[src/rtl/adc_align_pkg.sv]
// Shared types and constants for the ADC lane link-training controller.
package adc_align_pkg;

  localparam int TAP_W     = 5;
  localparam int LANE_W    = 6;
  localparam int MAX_SLIPS = 6;

  typedef enum logic [3:0] {
    ST_IDLE,
    ST_DRST,
    ST_SETTLE,
    ST_SCAN,
    ST_CHECK,
    ST_STEP,
    ST_SLIP,
    ST_NEXT,
    ST_FAIL
  } state_t;

  function automatic logic [LANE_W-1:0] lane_sel(input logic [2*LANE_W-1:0] w, input logic lane);
    return lane ? w[2*LANE_W-1:LANE_W] : w[LANE_W-1:0];
  endfunction

endpackage

[src/rtl/lane_eye_tracker.sv]
// Tracks the current stable-tap run and the longest one seen so far; ties keep the earlier run.
// Result is registered: best_* reflect an update one cycle after upd.
module lane_eye_tracker
  import adc_align_pkg::*;
(
  input  logic             lclk,
  input  logic             rst,
  input  logic             clear,
  input  logic             upd,
  input  logic             stable,
  input  logic [TAP_W-1:0] tap,
  output logic [TAP_W-1:0] best_start,
  output logic [TAP_W:0]   best_len
);

  logic [TAP_W-1:0] run_start;
  logic [TAP_W:0]   run_len;
  logic [TAP_W:0]   run_inc;
  logic [TAP_W-1:0] run_start_cur;

  assign run_inc       = run_len + 1'b1;
  assign run_start_cur = (run_len == '0) ? tap : run_start;

  // Best is refreshed as the run grows, so a run ending at tap 31 needs no extra close step.
  always_ff @(posedge lclk) begin
    if (rst || clear) begin
      run_start  <= '0;
      run_len    <= '0;
      best_start <= '0;
      best_len   <= '0;
    end else if (upd) begin
      if (stable) begin
        run_len   <= run_inc;
        run_start <= run_start_cur;
        if (run_inc > best_len) begin
          best_len   <= run_inc;
          best_start <= run_start_cur;
        end
      end else begin
        run_len <= '0;
      end
    end
  end

endmodule

[src/rtl/adc_lane_aligner.sv]
// Per-lane eye sweep, tap centring and bitslip word alignment for a two-lane ADC channel.
// All outputs registered; ADC_ALIGN_DBG_EN adds eye/centre debug outputs.
module adc_lane_aligner
  import adc_align_pkg::*;
#(
  parameter int SETTLE_CYCLES = 16,
  parameter int SAMPLES       = 8,
  parameter int MIN_EYE       = 4
) (
  input  logic                lclk,
  input  logic                rst,
  input  logic                start,
  input  logic [2*LANE_W-1:0] adc_bits,
  input  logic [2*LANE_W-1:0] train_pattern,
  output logic [1:0]          in_delay_reset,
  output logic [1:0]          in_delay_data_ce,
  output logic [1:0]          in_delay_data_inc,
  output logic [1:0]          adc_bitslip,
  output logic                busy,
  output logic                done,
  output logic                error,
  output logic                err_lane
`ifdef ADC_ALIGN_DBG_EN
  ,
  output logic [TAP_W-1:0]    eye_start_0,
  output logic [TAP_W-1:0]    eye_start_1,
  output logic [TAP_W:0]      eye_len_0,
  output logic [TAP_W:0]      eye_len_1,
  output logic [TAP_W-1:0]    tap_center_0,
  output logic [TAP_W-1:0]    tap_center_1
`endif
);

  localparam int SET_W = $clog2(SETTLE_CYCLES + 1);
  localparam int SMP_W = $clog2(SAMPLES + 1);
  localparam logic [SET_W-1:0] SET_LAST   = SET_W'(SETTLE_CYCLES - 1);
  localparam logic [SMP_W-1:0] SMP_LAST   = SMP_W'(SAMPLES - 1);
  localparam logic [TAP_W:0]   MIN_LEN    = (TAP_W + 1)'(MIN_EYE);
  localparam logic [TAP_W-1:0] TAP_MAX    = '1;
  localparam logic [2:0]       SLIP_LIMIT = 3'(MAX_SLIPS);

  state_t state_q, state_d, ret_q, ret_d;
  logic              lane_q, lane_d;
  logic [TAP_W-1:0]  tap_q, tap_d, center_q, center_d;
  logic [2:0]        slip_q, slip_d;
  logic [SET_W-1:0]  set_q, set_d;
  logic [SMP_W-1:0]  smp_q, smp_d;
  logic [LANE_W-1:0] ref_q, ref_d;
  logic              mis_q, mis_d;
  logic [1:0]        dly_rst_d, ce_d, bitslip_d;
  logic              busy_d, done_d, error_d, err_lane_d;

  logic [LANE_W-1:0] word, pat;
  logic [1:0]        lane_oh;
  logic              stable, trk_upd;
  logic [TAP_W-1:0]  best_start, ctr_calc;
  logic [TAP_W:0]    best_len;

  assign word     = lane_sel(adc_bits, lane_q);
  assign pat      = lane_sel(train_pattern, lane_q);
  assign lane_oh  = lane_q ? 2'b10 : 2'b01;
  assign stable   = (smp_q == '0) || (!mis_q && (word == ref_q));
  assign trk_upd  = (state_q == ST_SCAN) && (smp_q == SMP_LAST);
  assign ctr_calc = best_start + best_len[TAP_W:1];

  lane_eye_tracker u_trk (
    .lclk       (lclk),
    .rst        (rst),
    .clear      (state_q == ST_DRST),
    .upd        (trk_upd),
    .stable     (stable),
    .tap        (tap_q),
    .best_start (best_start),
    .best_len   (best_len)
  );

  always_comb begin
    state_d    = state_q;
    ret_d      = ret_q;
    lane_d     = lane_q;
    tap_d      = tap_q;
    center_d   = center_q;
    slip_d     = slip_q;
    set_d      = set_q;
    smp_d      = smp_q;
    ref_d      = ref_q;
    mis_d      = mis_q;
    dly_rst_d  = '0;
    ce_d       = '0;
    bitslip_d  = '0;
    busy_d     = busy;
    done_d     = done;
    error_d    = error;
    err_lane_d = err_lane;
    case (state_q)
      ST_IDLE: if (start) begin
        done_d     = 1'b0;
        error_d    = 1'b0;
        err_lane_d = 1'b0;
        busy_d     = 1'b1;
        lane_d     = 1'b0;
        state_d    = ST_DRST;
      end
      ST_DRST: begin
        dly_rst_d = lane_oh;
        tap_d     = '0;
        set_d     = '0;
        ret_d     = ST_SCAN;
        state_d   = ST_SETTLE;
      end
      ST_SETTLE: begin
        smp_d = '0;
        mis_d = 1'b0;
        if (set_q == SET_LAST) state_d = ret_q;
        else                   set_d   = set_q + 1'b1;
      end
      ST_SCAN: begin
        if (smp_q == '0)        ref_d = word;
        else if (word != ref_q) mis_d = 1'b1;
        smp_d = smp_q + 1'b1;
        if (smp_q == SMP_LAST) begin
          if (tap_q != TAP_MAX) begin
            ce_d    = lane_oh;
            tap_d   = tap_q + 1'b1;
            set_d   = '0;
            ret_d   = ST_SCAN;
            state_d = ST_SETTLE;
          end else begin
            state_d = ST_CHECK;
          end
        end
      end
      ST_CHECK: begin
        if (best_len < MIN_LEN) begin
          state_d = ST_FAIL;
        end else begin
          center_d  = ctr_calc;
          dly_rst_d = lane_oh;
          tap_d     = '0;
          set_d     = '0;
          ret_d     = ST_STEP;
          state_d   = ST_SETTLE;
        end
      end
      ST_STEP: begin
        if (tap_q != center_q) begin
          ce_d    = lane_oh;
          tap_d   = tap_q + 1'b1;
          set_d   = '0;
          ret_d   = ST_STEP;
          state_d = ST_SETTLE;
        end else begin
          slip_d  = '0;
          state_d = ST_SLIP;
        end
      end
      ST_SLIP: begin
        if (word == pat) begin
          state_d = ST_NEXT;
        end else if (slip_q == SLIP_LIMIT) begin
          state_d = ST_FAIL;
        end else begin
          bitslip_d = lane_oh;
          slip_d    = slip_q + 1'b1;
          set_d     = '0;
          ret_d     = ST_SLIP;
          state_d   = ST_SETTLE;
        end
      end
      ST_NEXT: begin
        if (!lane_q) begin
          lane_d  = 1'b1;
          state_d = ST_DRST;
        end else begin
          done_d  = 1'b1;
          busy_d  = 1'b0;
          state_d = ST_IDLE;
        end
      end
      ST_FAIL: begin
        error_d    = 1'b1;
        err_lane_d = lane_q;
        busy_d     = 1'b0;
        state_d    = ST_IDLE;
      end
      default: state_d = ST_IDLE;
    endcase
  end

  always_ff @(posedge lclk) begin
    if (rst) begin
      state_q           <= ST_IDLE;
      ret_q             <= ST_IDLE;
      lane_q            <= 1'b0;
      tap_q             <= '0;
      center_q          <= '0;
      slip_q            <= '0;
      set_q             <= '0;
      smp_q             <= '0;
      ref_q             <= '0;
      mis_q             <= 1'b0;
      in_delay_reset    <= '0;
      in_delay_data_ce  <= '0;
      in_delay_data_inc <= '0;
      adc_bitslip       <= '0;
      busy              <= 1'b0;
      done              <= 1'b0;
      error             <= 1'b0;
      err_lane          <= 1'b0;
    end else begin
      state_q           <= state_d;
      ret_q             <= ret_d;
      lane_q            <= lane_d;
      tap_q             <= tap_d;
      center_q          <= center_d;
      slip_q            <= slip_d;
      set_q             <= set_d;
      smp_q             <= smp_d;
      ref_q             <= ref_d;
      mis_q             <= mis_d;
      in_delay_reset    <= dly_rst_d;
      in_delay_data_ce  <= ce_d;
      in_delay_data_inc <= ce_d;
      adc_bitslip       <= bitslip_d;
      busy              <= busy_d;
      done              <= done_d;
      error             <= error_d;
      err_lane          <= err_lane_d;
    end
  end

`ifdef ADC_ALIGN_DBG_EN
  // Snapshot of the eye as judged in CHECK, kept even when the lane then fails.
  always_ff @(posedge lclk) begin
    if (rst) begin
      eye_start_0  <= '0;
      eye_start_1  <= '0;
      eye_len_0    <= '0;
      eye_len_1    <= '0;
      tap_center_0 <= '0;
      tap_center_1 <= '0;
    end else if (state_q == ST_CHECK) begin
      if (lane_q) begin
        eye_start_1  <= best_start;
        eye_len_1    <= best_len;
        tap_center_1 <= ctr_calc;
      end else begin
        eye_start_0  <= best_start;
        eye_len_0    <= best_len;
        tap_center_0 <= ctr_calc;
      end
    end
  end
`endif

endmodule
[config.mk]
export PLATFORM = sky130hd
export DESIGN_NAME = adc_lane_aligner
export DESIGN_NICKNAME = d
export VERILOG_FILES = /design/src/rtl/adc_align_pkg.sv /design/src/rtl/lane_eye_tracker.sv /design/src/rtl/adc_lane_aligner.sv
export SDC_FILE = /design/constraint.sdc
export NUM_CORES = 1
export LEC_CHECK = 0
export BUFFER_PORTS_ARGS = -buffer_cell sky130_fd_sc_hd__buf_2
export CORE_MARGIN = 2
export CORE_UTILIZATION = 59
export CTS_CLUSTER_DIAMETER = 30
export DETAILED_ROUTE_END_ITERATION = 10
export GPL_TIMING_DRIVEN = 0
export PLACE_DENSITY = 0.79
export SYNTH_ARGS = -nofsm -noshare
export SYNTH_HDL_FRONTEND = slang
export SYNTH_HIERARCHICAL = 1
export SYNTH_SLANG_ARGS = --single-unit
[constraint.sdc]
create_clock -name lclk -period 3 [get_ports lclk]
set_input_delay 0.15 -clock lclk [delete_from_list [all_inputs] [get_ports lclk]]
set_output_delay 0.15 -clock lclk [all_outputs]
set_load 0.01 [all_outputs]
Word-level counts from Yosys, hierarchy flattened

Cells that the tools add are included.

Logic and storage cells: 148
Output and inout port bits: 12
Bits in registers: 70
Bits of input ports: 27

Mux-type cells: 57
Reduce and logical (&&, ||, !) cells: 31
Magnitude comparators: 2
Eq/ne operators: 29
Bitwise operators: 2
Add/subtract/negate cells: 6

Operators by type and width:

| kind                                                            | number |
|---|---|
| 5-bit two-way mux                                               | 11 |
| 4-bit two-way mux                                               | 12 |
| 4-bit one-hot mux with 8 select lines                           | 1 |
| 5-bit one-hot mux with 6 select lines                           | 1 |
| 4-bit by 3-bit == test with 1-bit output, second input constant | 5 |
| 2-bit inequality test, second input constant                    | 10 |
| 4-bit one-hot mux with 5 select lines                           | 1 |
| 5-bit one-hot mux with 4 select lines                           | 1 |
| 6-bit two-way mux                                               | 3 |
| 3-bit two-way mux                                               | 5 |
| 3-bit AND reduction                                             | 5 |
| 6-bit == test                                                   | 2 |
| 5-bit by 1-bit adder with 5-bit output, second input constant   | 2 |
| 2-bit two-way mux                                               | 5 |
| 1-bit one-hot mux with 2 select lines                           | 5 |
| 2-bit AND reduction                                             | 5 |
| 4-bit by 2-bit == test with 1-bit output, second input constant | 2 |
| 4-bit logical NOT                                               | 2 |
| 2-bit one-hot mux with 2 select lines                           | 2 |
| 4-bit one-hot mux with 2 select lines                           | 1 |
| 8-bit AND reduction                                             | 1 |
| 2-bit nonzero test                                              | 4 |
| 1-bit two-way mux                                               | 7 |
| 7-bit AND reduction                                             | 1 |
| 28 further kinds                                                | 33 |

Longest topological paths before layout

Gate-level depths: netlist of run 1.

Word-level depth: 5
Depth in mapped cells: 10

By module

The synthesis of run 1 kept the hierarchy.

Modules (own cells, without submodules):

| module           | sequential area each (um2) | cells an instance | area each (um2) | instances |
|---|---|---|---|---|
| adc_lane_aligner | 940.9                      | 316               | 2686.3          | 1 |
| lane_eye_tracker | 440.4                      | 136               | 1267.5          | 1 |

Worst setup path after synthesis of run 1

Ideal clock, no wire load.

Path kind: flip-flop to flip-flop
From: register lane_q
To: register u_trk.best_len[1]
Data required time: 2.928 ns
Arrival time: 2.347 ns
Setup slack: 0.581 ns
Stages on the path, launching flop included: 11
Path through: dfxtp_1 -> buf_2 -> buf_1 -> mux2i_1 -> xor2_1 -> nand3_1 -> o21ai_0 -> nand2_2 -> a31o_2 -> a31oi_2 -> mux2i_1

Cells in the longest elaborated chain, start to end: 5

RTL lines:

| what                          | RTL line                | RTL |
|---|---|---|
| start, declared               | adc_lane_aligner.sv:43  | `logic lane_q, lane_d;` |
| start signal, assigned        | adc_lane_aligner.sv:213 | `lane_q <= lane_d;` |
| 6-bit two-way mux             | adc_align_pkg.sv:21     | `return lane ? w[2*LANE_W-1:LANE_W] : w[LANE_W-1:0];` |
| 6-bit == test                 | adc_lane_aligner.sv:62  | `assign stable = (smp_q == '0) \|\| (!mis_q && (word == ref_q));` |
| 1-bit logical AND             | adc_lane_aligner.sv:62  |  |
| 1-bit logical OR              | adc_lane_aligner.sv:62  |  |
| named net stable              | adc_lane_aligner.sv:55  | `logic stable, trk_upd;` |
| 3-bit AND reduction (no line) | n/a                     |  |
| end signal, assigned          | lane_eye_tracker.sv:36  | `best_len <= run_inc;` |
| end, declared                 | lane_eye_tracker.sv:13  | `output logic [TAP_W:0] best_len` |

The timed path passes the listed nets, and every way through them passes these cells.
A chain may end at the register's enable or synchronous reset.

Worst setup path in the final report of run 1

From: register lane_q
To: register u_trk.best_len[5]

The elaborated chain is that of the path after synthesis.

==> reports/results.tsv, run 1 <==
stage	metric	value	unit
clock_network	clock-pin slew on the worst setup and hold paths	0.08	ns
critical_path	RR Startpoint	lane_q$_SDFFE_PP0P_	
final_layout	synthesis-to-layout area growth	12.4	%
logic_synthesis	Post-synth ARST share	0	
routing	Post-DRT Antenna Nets	0	
die	starting density of the core	0.616	
routing	drt total wl	9.33	mm
critical_path	slowest library cell on the worst path	a31oi_2	
clock_network	Num CTS Buffers	9	
routing	DRC viols	5	
grt	initial antenna violation count	0	
pwr	PD cells	557	mW/mm^2
pwr	total power	0.00248	W
critical_path	WS Path Type	reg -> reg	
final_layout	Net count, final	549	
placed_design	port bufs	38	
timing	Slew Limit Fails	0	
grt	grt total ovfl	0	
pwr	P_leak	1.82	nW
grt	vias in the first global route	3371	
timing	worst slew margin relative to its limit	0.297	
timing	final hold vios	0	
timing	worst-margin pin slew	1.05	ns
die	Core Region	0.00642	sq mm
logic_synthesis	Mapped Area	0.00395	sq mm
hold_path	Hold Crit Class	in -> reg	
grt	pin count of the biggest net entering global routing	13	
clock_network	Max clock buf depth	2	
critical_path	R2R cell count	10	
logic_synthesis	Syn Inst Count	452	
final_layout	final std cells w/o fill	582	
critical_path	CP startpoint kind	flop	
clock_network	CTS Hold Bufs	0	
placed_design	placer congestion estimate	0.933	
critical_path	CP required	3.28	ns
clock_network	TritonCTS clock tree	yes	
die	Die ar.	0.00737	sq mm
clock_network	CTS Sinks	69	
routing	via/cell ratio	5.99	
die	# rows	29	
logic_synthesis	Unique masters post-synth	70	
critical_path	crit-path max FO	10	
critical_path	cells along the critical path	buf_2 -> buf_2 -> mux2i_1 -> xor2_1 -> nand3_1 -> o21ai_1 -> nand2_2 -> a31o_2 -> a31oi_2 -> mux2i_1	
grt	first-pass GRT wire length	15.5	mm
final_layout	most frequent cells in the layout	69 x dfxtp_1, 59 x nor2_1, 43 x buf_2, 30 x nand2_1	
timing	final setup violation count	0	
die	die height	85.9	um
critical_path	CP arrival	3.04	ns
pwr	Max VDD drop	0.000313	V
critical_path	worst reg2reg endpoint	u_trk/best_len[5]$_SDFFE_PP0P_	
logic_synthesis	Primary FF master, synth	dfxtp_1	
logic_synthesis	number of synthesized flops with an enable pin	0	
logic_synthesis	sequential share of the synthesized area	0.349	
final_layout	diode count	0	
final_layout	commonest non-fill, non-tap cell in the layout	dfxtp_1	
grt	gr usage total	0.265	
critical_path	Crit path largest cell delay	0.35	ns
routing	drt first pass iters	9	
hold_path	worst hold stages	4	
critical_path	reg2reg setup slack	0.25	ns
clock_network	root buffer cell	clkbuf_8	
timing	Clock Skew	0.0105	ns
die	chip width	85.9	um
routing	WL/cell	16.0	um
clock_network	worst-skew pair later-pin latency	0.35	ns
outcome	violated checks	design-rule violations	
clock_network	H-tree level count	3	
logic_synthesis	yosys warns	6	
routing	DR vias	3488	
hold_path	worst min-delay path startpoint	start	
critical_path	Worst Setup End Kind	flop	
logic_synthesis	post-synthesis average cell area	8.75	sq um
placed_design	dpl hpwl	7.02	mm
final_layout	layout cells sized above 1	0.176	
timing	period utilization	0.918	
outcome	status	finished with violations	
final_layout	fillers	498	
timing	Max Clock Freq	0.363	GHz
logic_synthesis	post-synthesis register bit count	69	
timing	min Tclk post-route	2.75	ns
timing	RSZ-0062 raised after global routing	no	
hold_path	hold endpoint	error$_SDFFE_PP0P_	
logic_synthesis	Post-Syn Nets	500	
job	Max-Cap Viols	0	
routing	starting DRC count in detailed routing	254	
placed_design	dpl cells	567	
die	IO Pins	39	
## worst max path at each step
stage | to | slack, ns | start | depth (start not counted)
3_5_place_dp | u_trk/best_len[5]$_SDFFE_PP0P_ | -0.02 | lane_q$_SDFFE_PP0P_ | 10
5_1_grt | u_trk/best_len[1]$_SDFFE_PP0P_ | 0.03 | lane_q$_SDFFE_PP0P_ | 10
2_1_floorplan | u_trk/best_len[1]$_SDFFE_PP0P_ | 0.58 | lane_q$_SDFFE_PP0P_ | 10
3_3_place_gp | u_trk/best_start[2]$_SDFFE_PP0P_ | 0.11 | lane_q$_SDFFE_PP0P_ | 10
4_1_cts | u_trk/best_start[0]$_SDFFE_PP0P_ | 0.15 | u_trk/run_len[5]$_SDFFE_PP0P_ | 8
6_report | u_trk/best_len[5]$_SDFFE_PP0P_ | 0.25 | lane_q$_SDFFE_PP0P_ | 10
## registers in the layout (all words and copies together) (netlist names)
name               count
ref_q                  6
u_trk/best_len         6
u_trk/run_len          6
center_q               5
set_q                  5
tap_q                  5
u_trk/best_start       5
u_trk/run_start        5
smp_q                  4
state_q                4
ret_q                  3
slip_q                 3
adc_bitslip            2
in_delay_data_inc      2
in_delay_reset         2
busy                   1
done                   1
err_lane               1
error                  1
lane_q                 1
mis_q                  1
## synth_stat cells, drive strengths merged (3+ instances only)
cell type  number  share of area
a211oi         13          0.025
a21o            4         0.0076
a21oi          23          0.029
a221oi          3         0.0082
a311oi          4         0.0089
a31oi           4         0.0079
and3            5         0.0079
buf            11          0.019
clkbuf         10         0.0095
dfxtp          69           0.35
ha             20          0.063
inv            17          0.016
mux2            3         0.0085
mux2i          23          0.058
nand2          31          0.030
nand2b          3         0.0066
nand3          14          0.018
nor2           62          0.061
nor2b           4         0.0063
nor3           16          0.023
nor3b           7          0.020
nor4            5         0.0079
o211a           3         0.0076
o21a            7          0.013
o21ai          17          0.022
or4             3         0.0057
xnor2          19          0.042
xor2           15          0.033
## layer usage
layer	GRT usage	vias up	share of wire
met5	0	-	0
met4	0.0981	0	0.017
met3	0.0481	20	0.059
met2	0.458	119	0.50
met1	0.327	1637	0.42
li1	-	1712	-
## layout make-up
cell class              instances  area, sq um  share of cell area
plain buffers                  21          115              0.0259
clock buffers                   9          124              0.0279
clock inverters                 6         65.1              0.0146
inverters                      17         63.8              0.0144
multi-input cells             345         2410               0.542
flip-flops and latches         69         1380               0.311
well taps                      77         96.3              0.0217
repair buffers                 38          190              0.0428
## power breakdown
group | total, W | switching [W] | internal [W]
combinational | 0.000705 | 0.000450 | 0.000255
sequential | 0.00103 | 0.0000510 | 0.000977
clock | 0.000743 | 0.000365 | 0.000379
total | 0.00248 | 0.000865 | 0.00161
## cell families after synthesis
family	share of synthesized area
AO/OA/AOI/OAI	0.172
XOR/XNOR	0.0753
adder cells (fa/ha/maj)	0.0684
buffers and inverters	0.0449
flip-flops	0.349
multiplexers	0.0668
AND/OR/NAND/NOR	0.223
## repair_timing
action / in CTS / in global routing
cloned: 0 / 0
resized for setup: 1 / 3
endpoints found under the setup margin: 3 / 15
buffers inserted: 0 / 0
## stage by stage
stage | util | instance area, sq um | worst slack (ns) | TNS, ns | hold WS (ns)
3_3_place_gp | 0.660 | 4240 | 0.109 | 0 | 0.444
3_5_place_dp | 0.660 | 4240 | -0.0221 | -0.0221 | 0.449
2_1_floorplan | - | 3950 | 0.581 | 0 | 0.340
6_report | 0.692 | 4450 | 0.246 | 0 | 0.142
5_1_grt | 0.692 | 4450 | 0.0290 | 0 | 0.163
4_1_cts | 0.690 | 4430 | 0.153 | 0 | 0.142
## critical path: cells and delay by family, from the launching register on
| kind | cells | cell delay (ns) |
|---|---|---|
| AOI/OAI and AO/OA | 3 | 0.87 |
| xor gates and xnor gates | 1 | 0.17 |
| buffers and inverters | 2 | 0.48 |
| DFF | 1 | 0.31 |
| muxes | 2 | 0.58 |
| and+or+nand+nor | 2 | 0.26 |
(Power assumes the default switching activity.)
==> run 2: changes to the inputs <==
CORE_UTILIZATION = 50   (was 59)
PLACE_DENSITY = 0.68   (was 0.79)
RECOVER_POWER = 50   (was default)
==> run 2 against run 1 <==
The flow now finishes without violations. Wire length decreased by 0.87%. Final cell count increased by 4.1%. Highest routed layer unchanged. Non-clock buffer count unchanged. Utilization decreased by 11 points. Flip-flop and latch count unchanged. Clock skew increased by 0.0021 ns. Worst setup slack got worse by 0.067 ns. Maximum frequency decreased by 2.4%. Sequential share of layout area decreased by 0.14 points. Register-to-register slack got worse by 0.07 ns. Sequential power about the same.
==> reports/results.tsv, run 2 (same netlist as run 1, synthesis figures left out) <==
stage	metric	value	unit	change
critical_path	worst reg2reg endpoint	set_q[4]$_SDFFE_PP0P_		
timing	Max Clock Freq	0.355	GHz	-2.4%
final_layout	most frequent cells in the layout	69 x dfxtp_1, 59 x nor2_1, 30 x nand2_1, 29 x buf_2, 26 x clkbuf_1		
timing	final hold vios	0		unchanged
timing	final setup violation count	0		unchanged
pwr	Comb power frac	0.276		-0.009
clock_network	Num CTS Buffers	9		unchanged
timing	worst slew margin relative to its limit	0.451		+0.154
routing	met3 WL post-DR	512	um	-7.1%
final_layout	diode count	0		unchanged
die	starting density of the core	0.514		-0.101
pwr	NetSw	0.000840	W	-3.0%
timing	Min Hold Slack	0.179	ns	+0.0375 ns
pwr	P_leak	1.76	nW	-3.2%
clock_network	CTS Hold Bufs	0		unchanged
clock_network	CTS Sinks	69		unchanged
routing	drt total wl	9.25	mm	-0.87%
routing	Metal-1 WL	4.04	mm	+2.2%
final_layout	layout cells sized above 1	0.141		-0.0354
clock_network	clock-pin slew on the worst setup and hold paths	0.08	ns	about the same
pwr	Int Pwr	0.00167	W	+3.6%
critical_path	Worst Setup End Kind	flop		
timing	period utilization	0.940		+0.0222
routing	starting DRC count in detailed routing	173		-32%
critical_path	crit-path max FO	6		-4
timing	worst-margin pin slew	0.816	ns	-0.229 ns
pwr	Max VDD drop	0.000243	V	-22%
routing	WL/cell	15.3	um	-4.8%
placed_design	placer congestion estimate	0.907		-2.8%
die	# rows	32		+10%
routing	Post-DRT Antenna Nets	0		unchanged
job	Max-Cap Viols	0		unchanged
final_layout	Net count, final	549		unchanged
grt	first-pass GRT wire length	15.4	mm	-0.35%
routing	DR vias	3480		-0.23%
grt	vias in the first global route	3378		+0.21%
placed_design	dpl cells	592		+4.4%
critical_path	CP arrival	3.07	ns	+0.03 ns
timing	min Tclk post-route	2.82	ns	+0.0665 ns
routing	DRC viols	0		-5
critical_path	CP required	3.25	ns	-0.03 ns
routing	drt first pass iters	4		-5
clock_network	Max clock buf depth	2		unchanged
clock_network	H-tree level count	3		unchanged
outcome	status	finished clean		
grt	initial antenna violation count	0		unchanged
critical_path	reg2reg setup slack	0.18	ns	-0.07 ns
grt	gr usage total	0.225		-0.0393
die	IO Pins	39		unchanged
final_layout	synthesis-to-layout area growth	12.9	%	
grt	pin count of the biggest net entering global routing	11		-2
clock_network	root buffer cell	clkbuf_8		
placed_design	dpl hpwl	6.95	mm	-1.0%
hold_path	worst hold stages	4		unchanged
critical_path	WS Path Type	reg -> reg		
critical_path	R2R cell count	8		-2
critical_path	Worst Setup EP	set_q[4]$_SDFFE_PP0P_		
timing	RSZ-0062 raised after global routing	no		
critical_path	Crit. Startpoint	tap_q[0]$_SDFFE_PP0P_		
hold_path	Hold Crit Class	in -> reg		
final_layout	final std cells w/o fill	606		+4.1%
pwr	PD cells	562	mW/mm^2	+0.84%
pwr	total power	0.00251	W	+1.3%
grt	grt total ovfl	0		unchanged
routing	Met2 Wirelength	4.46	mm	-4.4%
final_layout	biggest regs	ref_q: 6 flops, u_trk/best_len: 6 flops, u_trk/run_len: 6 flops		
pwr	Flop pwr share	0.410		-0.005
clock_network	worst-skew pair later-pin latency	0.35	ns	about the same
placed_design	port bufs	38		unchanged
timing	Clock Skew	0.0126	ns	+0.00211 ns
routing	top sig layer	met4		
pwr	Clock power frac	0.313		+0.013
routing	via/cell ratio	5.74		-4.2%
timing	Slew Limit Fails	0		unchanged
critical_path	RR Startpoint	tap_q[0]$_SDFFE_PP0P_		
clock_network	TritonCTS clock tree	yes		
critical_path	CP startpoint kind	flop		
pwr	switch share	0.335		-0.0148
die	die height	92.9	um	+8.2%
die	Die ar.	0.00864	sq mm	+17%
final_layout	commonest non-fill, non-tap cell in the layout	dfxtp_1		
die	chip width	92.9	um	+8.2%
die	Core Region	0.00769	sq mm	+20%
## run 2: changes by cell type in the layout (fill, tap and decap cells not counted), moves of 2 or more
cell,previous run,this run
clkbuf_1,10,26
buf_2,43,29
clkbuf_8,9,12
clkinv_2,2,0
clkinv_4,2,0
## run 2: what timing repair did
action	4_1_cts	5_1_grt
gates resized for setup	1	4
endpoints found under the setup margin	7	16
buffers inserted	0	0
hold endpoints to repair	0	0
## run 2: power by group through the flow
stage	combinational (W)	sequential, W	clock [W]
after floorplan	0.000514	0.00104	0
after global placement	0.000677	0.00105	0
after detailed placement	0.000691	0.00105	0
after CTS	0.000692	0.00103	0.000800
after global routing	0.000768	0.00103	0.000840
final	0.000693	0.00103	0.000786
## run 2: stage by stage
stage	setup WS, ns	util	setup TNS [ns]	cell area, sq um
3_5_place_dp	-0.0902	0.556	-0.293	4270
6_report	0.180	0.581	0	4470
2_1_floorplan	0.581	-	0	3950
5_1_grt	0.0275	0.581	0	4470
3_3_place_gp	-0.0689	0.556	-0.224	4270
4_1_cts	0.0404	0.582	0	4470
## run 2: worst min path at each step
stage                           from                    end  slack (ns)
3_3_place_gp   ret_q[2]$_SDFFE_PP0P_  ret_q[2]$_SDFFE_PP0P_        0.45
3_5_place_dp   ret_q[2]$_SDFFE_PP0P_  ret_q[2]$_SDFFE_PP0P_        0.45
5_1_grt                        start     error$_SDFFE_PP0P_        0.18
2_1_floorplan                  start     error$_SDFFE_PP0P_        0.34
6_report                       start     error$_SDFFE_PP0P_        0.18
4_1_cts                        start     error$_SDFFE_PP0P_        0.16
## run 2: area by class of cell
cell class,count,area [sq um]
timing repair buffer,38,175
fill,710,3220
sequential,69,1380
multi-input combinational,345,2410
inverter,17,63.8
buffer,21,109
clock inverter,1,30.0
tap,102,128
clock buffer,13,169
## run 2: worst max-delay path, stage by stage, from the launching register on
cell	delay, ns
dfxtp_1	0.38
ha_1	0.23
and3_1	0.18
ha_1	0.25
nand4bb_1	0.27
a221oi_1	0.62
nand2_1	0.22
nor2_2	0.22
mux2_2	0.35
## run 2: routing by layer
metal  vias up  global-route usage
li1       1714                   -
met1      1644               0.274
met2       104               0.388
met3        18              0.0431
met4         0              0.0944
met5         -                   0
